===== src/rtl/proc_pkg.sv =====
// Shared types and constants for the pixel processing controller.
// Holds pixel sizes, job mode encodings and the controller FSM state enum.
package proc_pkg;

  localparam int COLOR_SIZE = 8;
  localparam int PIXEL_SIZE = 24;

  localparam logic [1:0] MODE_NONE   = 2'd0;
  localparam logic [1:0] MODE_THRESH = 2'd1;
  localparam logic [1:0] MODE_BRIGHT = 2'd2;
  localparam logic [1:0] MODE_RSVD   = 2'd3;

  typedef enum logic [1:0] {
    IDLE,
    STREAM,
    DRAIN,
    FINISH
  } state_t;

  function automatic logic mode_ok(input logic [1:0] m);
    return (m == MODE_THRESH) || (m == MODE_BRIGHT);
  endfunction

endpackage


===== src/rtl/proc_out_fifo.sv =====
// First-word-fall-through output buffer for processed words.
// Ports: push/push_data in, pop/pop_data/empty out, count = occupancy.
module proc_out_fifo #(
  parameter int DATA_WIDTH = 32,
  parameter int FIFO_DEPTH = 4
) (
  input  logic                          clk,
  input  logic                          rst,
  input  logic                          push,
  input  logic [DATA_WIDTH-1:0]         push_data,
  input  logic                          pop,
  output logic [DATA_WIDTH-1:0]         pop_data,
  output logic                          empty,
  output logic [$clog2(FIFO_DEPTH):0]   count
);

  localparam int AW = $clog2(FIFO_DEPTH);
  localparam int CW = AW + 1;

  logic [DATA_WIDTH-1:0] mem [FIFO_DEPTH];
  logic [AW-1:0]         wr_ptr;
  logic [AW-1:0]         rd_ptr;
  logic                  do_push;
  logic                  do_pop;

  assign empty    = (count == '0);
  assign pop_data = mem[rd_ptr];
  assign do_pop   = pop && !empty;
  // A full FIFO still accepts a push when a pop frees a slot this cycle.
  assign do_push  = push && ((count != CW'(FIFO_DEPTH)) || do_pop);

  always_ff @(posedge clk or posedge rst) begin
    if (rst) begin
      wr_ptr <= '0;
      rd_ptr <= '0;
      count  <= '0;
    end else begin
      if (do_push) wr_ptr <= wr_ptr + 1'b1;
      if (do_pop)  rd_ptr <= rd_ptr + 1'b1;
      if (do_push && !do_pop)      count <= count + 1'b1;
      else if (do_pop && !do_push) count <= count - 1'b1;
    end
  end

  always_ff @(posedge clk) begin
    if (do_push) mem[wr_ptr] <= push_data;
  end

endmodule


===== src/rtl/proc_controller.sv =====
// Streams a job of pixel words to a fixed-latency processor and buffers results.
// Ports: start/cfg_* job request, src_* input, proc_* processor link, dst_* output.
module proc_controller
  import proc_pkg::*;
#(
  parameter int DATA_WIDTH = 32,
  parameter int CNT_WIDTH  = 16,
  parameter int FIFO_DEPTH = 4
) (
  input  logic                  clk,
  input  logic                  rst,
  input  logic                  start,
  input  logic [1:0]            cfg_mode,
  input  logic [COLOR_SIZE-1:0] cfg_proc_val,
  input  logic [CNT_WIDTH-1:0]  cfg_num_words,
  input  logic [DATA_WIDTH-1:0] src_data,
  input  logic                  src_vld,
  output logic                  src_rdy,
  output logic                  proc_vld,
  output logic                  proc_last,
  output logic [1:0]            proc_mode,
  output logic [COLOR_SIZE-1:0] proc_val,
  output logic [DATA_WIDTH-1:0] proc_data,
  input  logic [DATA_WIDTH-1:0] proc_out_data,
  input  logic                  proc_out_vld,
  input  logic                  proc_done,
  output logic [DATA_WIDTH-1:0] dst_data,
  output logic                  dst_vld,
  input  logic                  dst_rdy,
  output logic                  busy,
  output logic                  done,
  output logic                  err
);

  localparam int CW = $clog2(FIFO_DEPTH) + 1;

  state_t               state;
  state_t               state_nxt;
  logic [CNT_WIDTH-1:0] num_q;
  logic [CNT_WIDTH-1:0] word_cnt;
  logic [CW-1:0]        inflight;
  logic [CW-1:0]        fifo_count;
  logic                 fifo_empty;
  logic                 done_seen;
  logic                 start_ok;
  logic                 start_bad;
  logic                 credit_ok;
  logic                 xfer;
  logic                 push;
  logic                 stray;

  assign start_ok  = (state == IDLE) && start &&
                     mode_ok(cfg_mode) && (cfg_num_words != '0);
  assign start_bad = (state == IDLE) && start && !start_ok;

  // Processor cannot stall, so every word sent needs a reserved FIFO slot.
  assign credit_ok = ({1'b0, fifo_count} + {1'b0, inflight})
                     < (CW+1)'(FIFO_DEPTH);

  assign xfer      = src_vld && src_rdy;
  assign proc_vld  = xfer;
  assign proc_data = src_data;
  assign proc_last = xfer && (word_cnt == num_q - 1'b1);

  assign push  = proc_out_vld && (inflight != '0);
  assign stray = proc_out_vld && (inflight == '0);

  assign dst_vld = !fifo_empty;

  always_ff @(posedge clk or posedge rst) begin
    if (rst) state <= IDLE;
    else     state <= state_nxt;
  end

  always_comb begin
    state_nxt = state;
    unique case (state)
      IDLE:   if (start_ok) state_nxt = STREAM;
      STREAM: if (proc_last) state_nxt = DRAIN;
      DRAIN:  if ((done_seen || proc_done) &&
                  (inflight == '0) && fifo_empty)
                state_nxt = FINISH;
      FINISH: state_nxt = IDLE;
    endcase
  end

  always_comb begin
    src_rdy = 1'b0;
    busy    = 1'b1;
    done    = 1'b0;
    unique case (state)
      IDLE:   busy    = 1'b0;
      STREAM: src_rdy = credit_ok;
      DRAIN:  ;
      FINISH: done    = 1'b1;
    endcase
  end

  always_ff @(posedge clk or posedge rst) begin
    if (rst) begin
      proc_mode <= '0;
      proc_val  <= '0;
      num_q     <= '0;
      word_cnt  <= '0;
      inflight  <= '0;
      done_seen <= 1'b0;
      err       <= 1'b0;
    end else begin
      err <= start_bad || stray;
      if (start_ok) begin
        proc_mode <= cfg_mode;
        proc_val  <= cfg_proc_val;
        num_q     <= cfg_num_words;
        word_cnt  <= '0;
        inflight  <= '0;
        done_seen <= 1'b0;
      end else begin
        if (xfer) word_cnt <= word_cnt + 1'b1;
        if (proc_done && (state != IDLE)) done_seen <= 1'b1;
        if (xfer && !push)      inflight <= inflight + 1'b1;
        else if (push && !xfer) inflight <= inflight - 1'b1;
      end
    end
  end

  proc_out_fifo #(
    .DATA_WIDTH (DATA_WIDTH),
    .FIFO_DEPTH (FIFO_DEPTH)
  ) u_fifo (
    .clk       (clk),
    .rst       (rst),
    .push      (push),
    .push_data (proc_out_data),
    .pop       (dst_rdy),
    .pop_data  (dst_data),
    .empty     (fifo_empty),
    .count     (fifo_count)
  );

endmodule


===== config.mk =====
export PLATFORM = sky130hd
export DESIGN_NAME = proc_controller
export DESIGN_NICKNAME = d
export VERILOG_FILES = /design/src/rtl/proc_pkg.sv /design/src/rtl/proc_out_fifo.sv /design/src/rtl/proc_controller.sv
export SDC_FILE = /design/constraint.sdc
export NUM_CORES = 1
export LEC_CHECK = 0
export CORE_ASPECT_RATIO = 2
export CORE_MARGIN = 10
export CORE_UTILIZATION = 50
export CTS_BUF_LIST = sky130_fd_sc_hd__clkbuf_4
export DETAILED_ROUTE_END_ITERATION = 6
export PLACE_DENSITY_LB_ADDON = 0.05
export SLEW_MARGIN = 20
export SYNTH_ARGS = -nofsm -noshare
export SYNTH_HDL_FRONTEND = slang
export SYNTH_SLANG_ARGS = --single-unit
export TNS_END_PERCENT = 5

===== constraint.sdc =====
create_clock -name clk -period 3.45 [get_ports clk]
set_clock_uncertainty 0.2 [all_clocks]
set_input_delay 0.69 -clock clk [delete_from_list [all_inputs] [get_ports clk]]
set_output_delay 0.69 -clock clk [all_outputs]
set_load 0.03 [all_outputs]

==> results.yml <==
worst_setup_path:
  path_delay_family: "simple AND/OR/NAND/NOR gates"
  critPathLaunchType: "flop"
  crit_path_cell_trace: "or4_4, buf_4, or4_1, a32oi_1, o21ai_2, nand2_1, nor4_4, buf_6"
  r2r_start: "u_fifo.count[2]"
  worst_ep_required_time_ns: 2.56
  cp_num_cells: 8
  cp-startpoint: "num_q[2]"
  endpoint: "proc_last"
  crit_path_max_incr_delay_ns: 0.56
  worstSetupPathType: "flop to primary output"
  rr_worst_depth: 9
  cp.buffers_inverters: 2
  endpoint_kind: "primary output"
  rrSetupSlack_ns: 0.40
  crit_slowest_cell: "or4_4"
  crit_arrival_ns: 2.94
  cp_max_fo: 5
  timing.rr.end: "word_cnt[14]"
yosys:
  syn_area_um2: 8240
  yosysWarnings: 0
  synth-edff-count: 128
  syn_avg_cell_area_um2: 13.9
  syn_inst: 592
  yosys.cell_types.count: 55
  synth_nets: 704
  synth-main-ff-cell: "edfxtp_1"
  async_flop_share_pct: 30.4
  synth_seq_cells: 184
  synth_seq_area_share_pct: 63.7
outcome:
  status: "finished, violations left"
  violations: "negative setup slack"
clocking:
  clk_latency_ns: 0.56
  cts-root-buf: "clkbuf_4"
  clk_path_buf_depth: 2
  clk_pin_slew_worst_paths_ns: 0.14
  cts_tree: "built"
  cts_max_level: 4
  cts_inserted_buffers: 17
  cts_sinks: 184
placement:
  hpwl_um: 13300
  gp_congestion: 0.962
  dp.cells: 881
  numPortBuffers: 113
power:
  power.leakage_nw: 3.74
  powerDensity_nw_per_um2: 818
  ir_drop_v: 0.000476
job:
  maxCapViolations: 0
drt:
  drc_errors: 0
  ant_nets: 0
  first_pass_iters: 5
  avgRoutedWirePerCell_um: 20.1
  vias: 5137
  via_per_inst: 5.61
  drt_wl_total_um: 18400
  drt_iter0_markers: 215
layout:
  instances_no_fill: 916
  syn_to_final_growth_pct: 20.0
  fill_cells: 1282
  drive_gt1_share_pct: 17.9
  final_cell_mix: "edfxtp_1, nand2_1, clkdlybuf4s50_1"
  final_net_count: 811
  layout_commonest_cell: "edfxtp_1"
die:
  coreArea_um2: 16300
  rows: 66
  ios: 178
  die_h_um: 202
  die_area_um2: 22300
  die_x_um: 111
  initial_utilization_pct: 50.6
timing:
  finalHoldViolCount: 0
  fin_crit_sh_pct: 111
  slew-limit-headroom_pct: 62.2
  slew_viol_final: 0
  fmaxAchievable_mhz: 261
  rsz0062_at_grt: "yes"
  setup_viol: 1
  worstMarginPinSlew_ns: 0.562
  finalWorstSetupSlack_ns: -0.380
  min_period_ns: 3.83
  hold_ws_ns: 0.239
global_route:
  antenna_found_initial: 1
  grt-ovfl-total: 0
  track_usage_pct: 16.7
  grt_pass1_wl_um: 29800
  grt_max_degree: 34
  grt_pass1_vias: 5703
hold_path:
  hp-class: "input pin to asynchronous set/reset pin"
==> synth_stat cells (2+ instances only) <==
master | number | area [µm²]
edfxtp_1 | 128 | 3840
nand2_1 | 93 | 349
dfrtp_1 | 56 | 1400
buf_4 | 32 | 240
mux4_2 | 32 | 721
nor2_1 | 30 | 113
xnor2_1 | 18 | 158
xor2_1 | 18 | 158
inv_1 | 17 | 63.8
clkbuf_1 | 15 | 56.3
or3_1 | 15 | 93.8
o21ai_0 | 14 | 70.1
ha_1 | 13 | 163
a21oi_1 | 10 | 50.1
nand3_1 | 10 | 50.1
nand4_1 | 8 | 50.1
nor3_1 | 8 | 40.0
nor4_1 | 8 | 50.1
and2_1 | 4 | 25.0
and3_1 | 4 | 25.0
buf_1 | 4 | 15.0
nand3b_1 | 4 | 30.0
mux2_2 | 3 | 33.8
nor2b_1 | 3 | 18.8
o211ai_1 | 3 | 22.5
or2_2 | 3 | 18.8
or4_1 | 3 | 22.5
a211oi_1 | 2 | 15.0
a31oi_1 | 2 | 12.5
buf_2 | 2 | 10.0
fa_1 | 2 | 40.0
nand2_4 | 2 | 22.5
nand4_2 | 2 | 25.0
o2111ai_1 | 2 | 17.5
o31ai_1 | 2 | 15.0
==> worst register-to-register path: stages (launching register included) <==
cell	delay (ns)
dfrtp_1	0.42
ha_1	0.28
or4b_4	0.55
a31oi_4	0.20
nand2_4	0.12
clkinv_4	0.10
nand2_4	0.06
or3_1	0.50
or3_1	0.40
a21oi_1	0.15
==> where the power goes <==
part	leakage, nW	switching (mW)	internal (mW)
Combinational	1.73	2.17	1.58
Sequential	1.88	0.333	2.93
Clock	0.131	0.702	0.378
Total	3.74	3.20	4.89
==> flip-flops by register name, indices dropped and copies added, names as in the netlist <==
register       flops
done_seen          1
err                1
inflight           3
num_q             16
proc_mode          2
proc_val           8
state              2
u_fifo.count       3
u_fifo.mem       128
u_fifo.rd_ptr      2
u_fifo.wr_ptr      2
word_cnt          16
==> what timing repair did <==
item	4_1_cts	5_1_grt
setup endpoints to repair	31	4
gates resized for setup	45	5
hold endpoints to repair	0	0
setup buffers	3	0
cloned	0	0
hold buffers	0	0
pin swaps	2	1
==> how the worst min path moves through the flow <==
stage / startpoint / end / slack (ns) / depth (start not counted)
2_1_floorplan: done_seen / done_seen / 0.26 / 2
3_3_place_gp: proc_val[3] / proc_val[3] / 0.26 / 2
3_5_place_dp: proc_val[0] / proc_val[0] / 0.27 / 2
4_1_cts: rst / num_q[14] / 0.21 / 2
5_1_grt: rst / num_q[8] / 0.22 / 2
6_report: rst / num_q[14] / 0.24 / 2
==> metal layers <==
layer  global-route usage (%)  up-vias  part of all wire (%)
met1                     16.2     2578                    35
li1                         -     2351                     -
met2                     31.6      178                    58
met3                     4.65       30                   5.1
met4                     7.34        0                   2.5
met5                        0        -                     0
==> metrics by stage <==
step | worst slack, ns | TNS [ns] | power, mW | instance area, µm² | util (%)
after global placement | 0.105 | 0 | 7.07 | 9580 | 58.9
after floorplan | 0.0502 | 0 | 5.74 | 8250 | -
after global routing | -0.523 | -0.534 | 8.61 | 9880 | 60.8
after CTS | -0.404 | -0.404 | 8.18 | 9870 | 60.7
final | -0.380 | -0.380 | 8.09 | 9880 | 60.8
after detailed placement | -0.00504 | -0.00504 | 7.18 | 9580 | 58.9
==> area by class of cell <==
class,count,area (µm²),area share (%)
sequential,184,5250,53.1
multi-input combinational,337,2680,27.1
timing repair buffer,141,1380,14.0
tap,204,255,2.58
clock buffer,20,150,1.52
clock inverter,11,100,1.01
inverter,18,72.6,0.734
antenna,1,2.50,0.0253
==> cells by family after synthesis <==
| kind of cell | after synthesis | synth area share, % |
|---|---|---|
| AND/OR/NAND/NOR | 204 | 12.2 |
| multiplexers | 37 | 9.42 |
| adder cells (fa/ha/maj) | 15 | 2.46 |
| XOR/XNOR | 36 | 3.83 |
| AO/OA/AOI/OAI | 45 | 3.68 |
| buffers and inverters | 71 | 4.78 |
| flip-flops | 184 | 63.7 |
No activity file was read; power rests on OpenSTA's default activity.
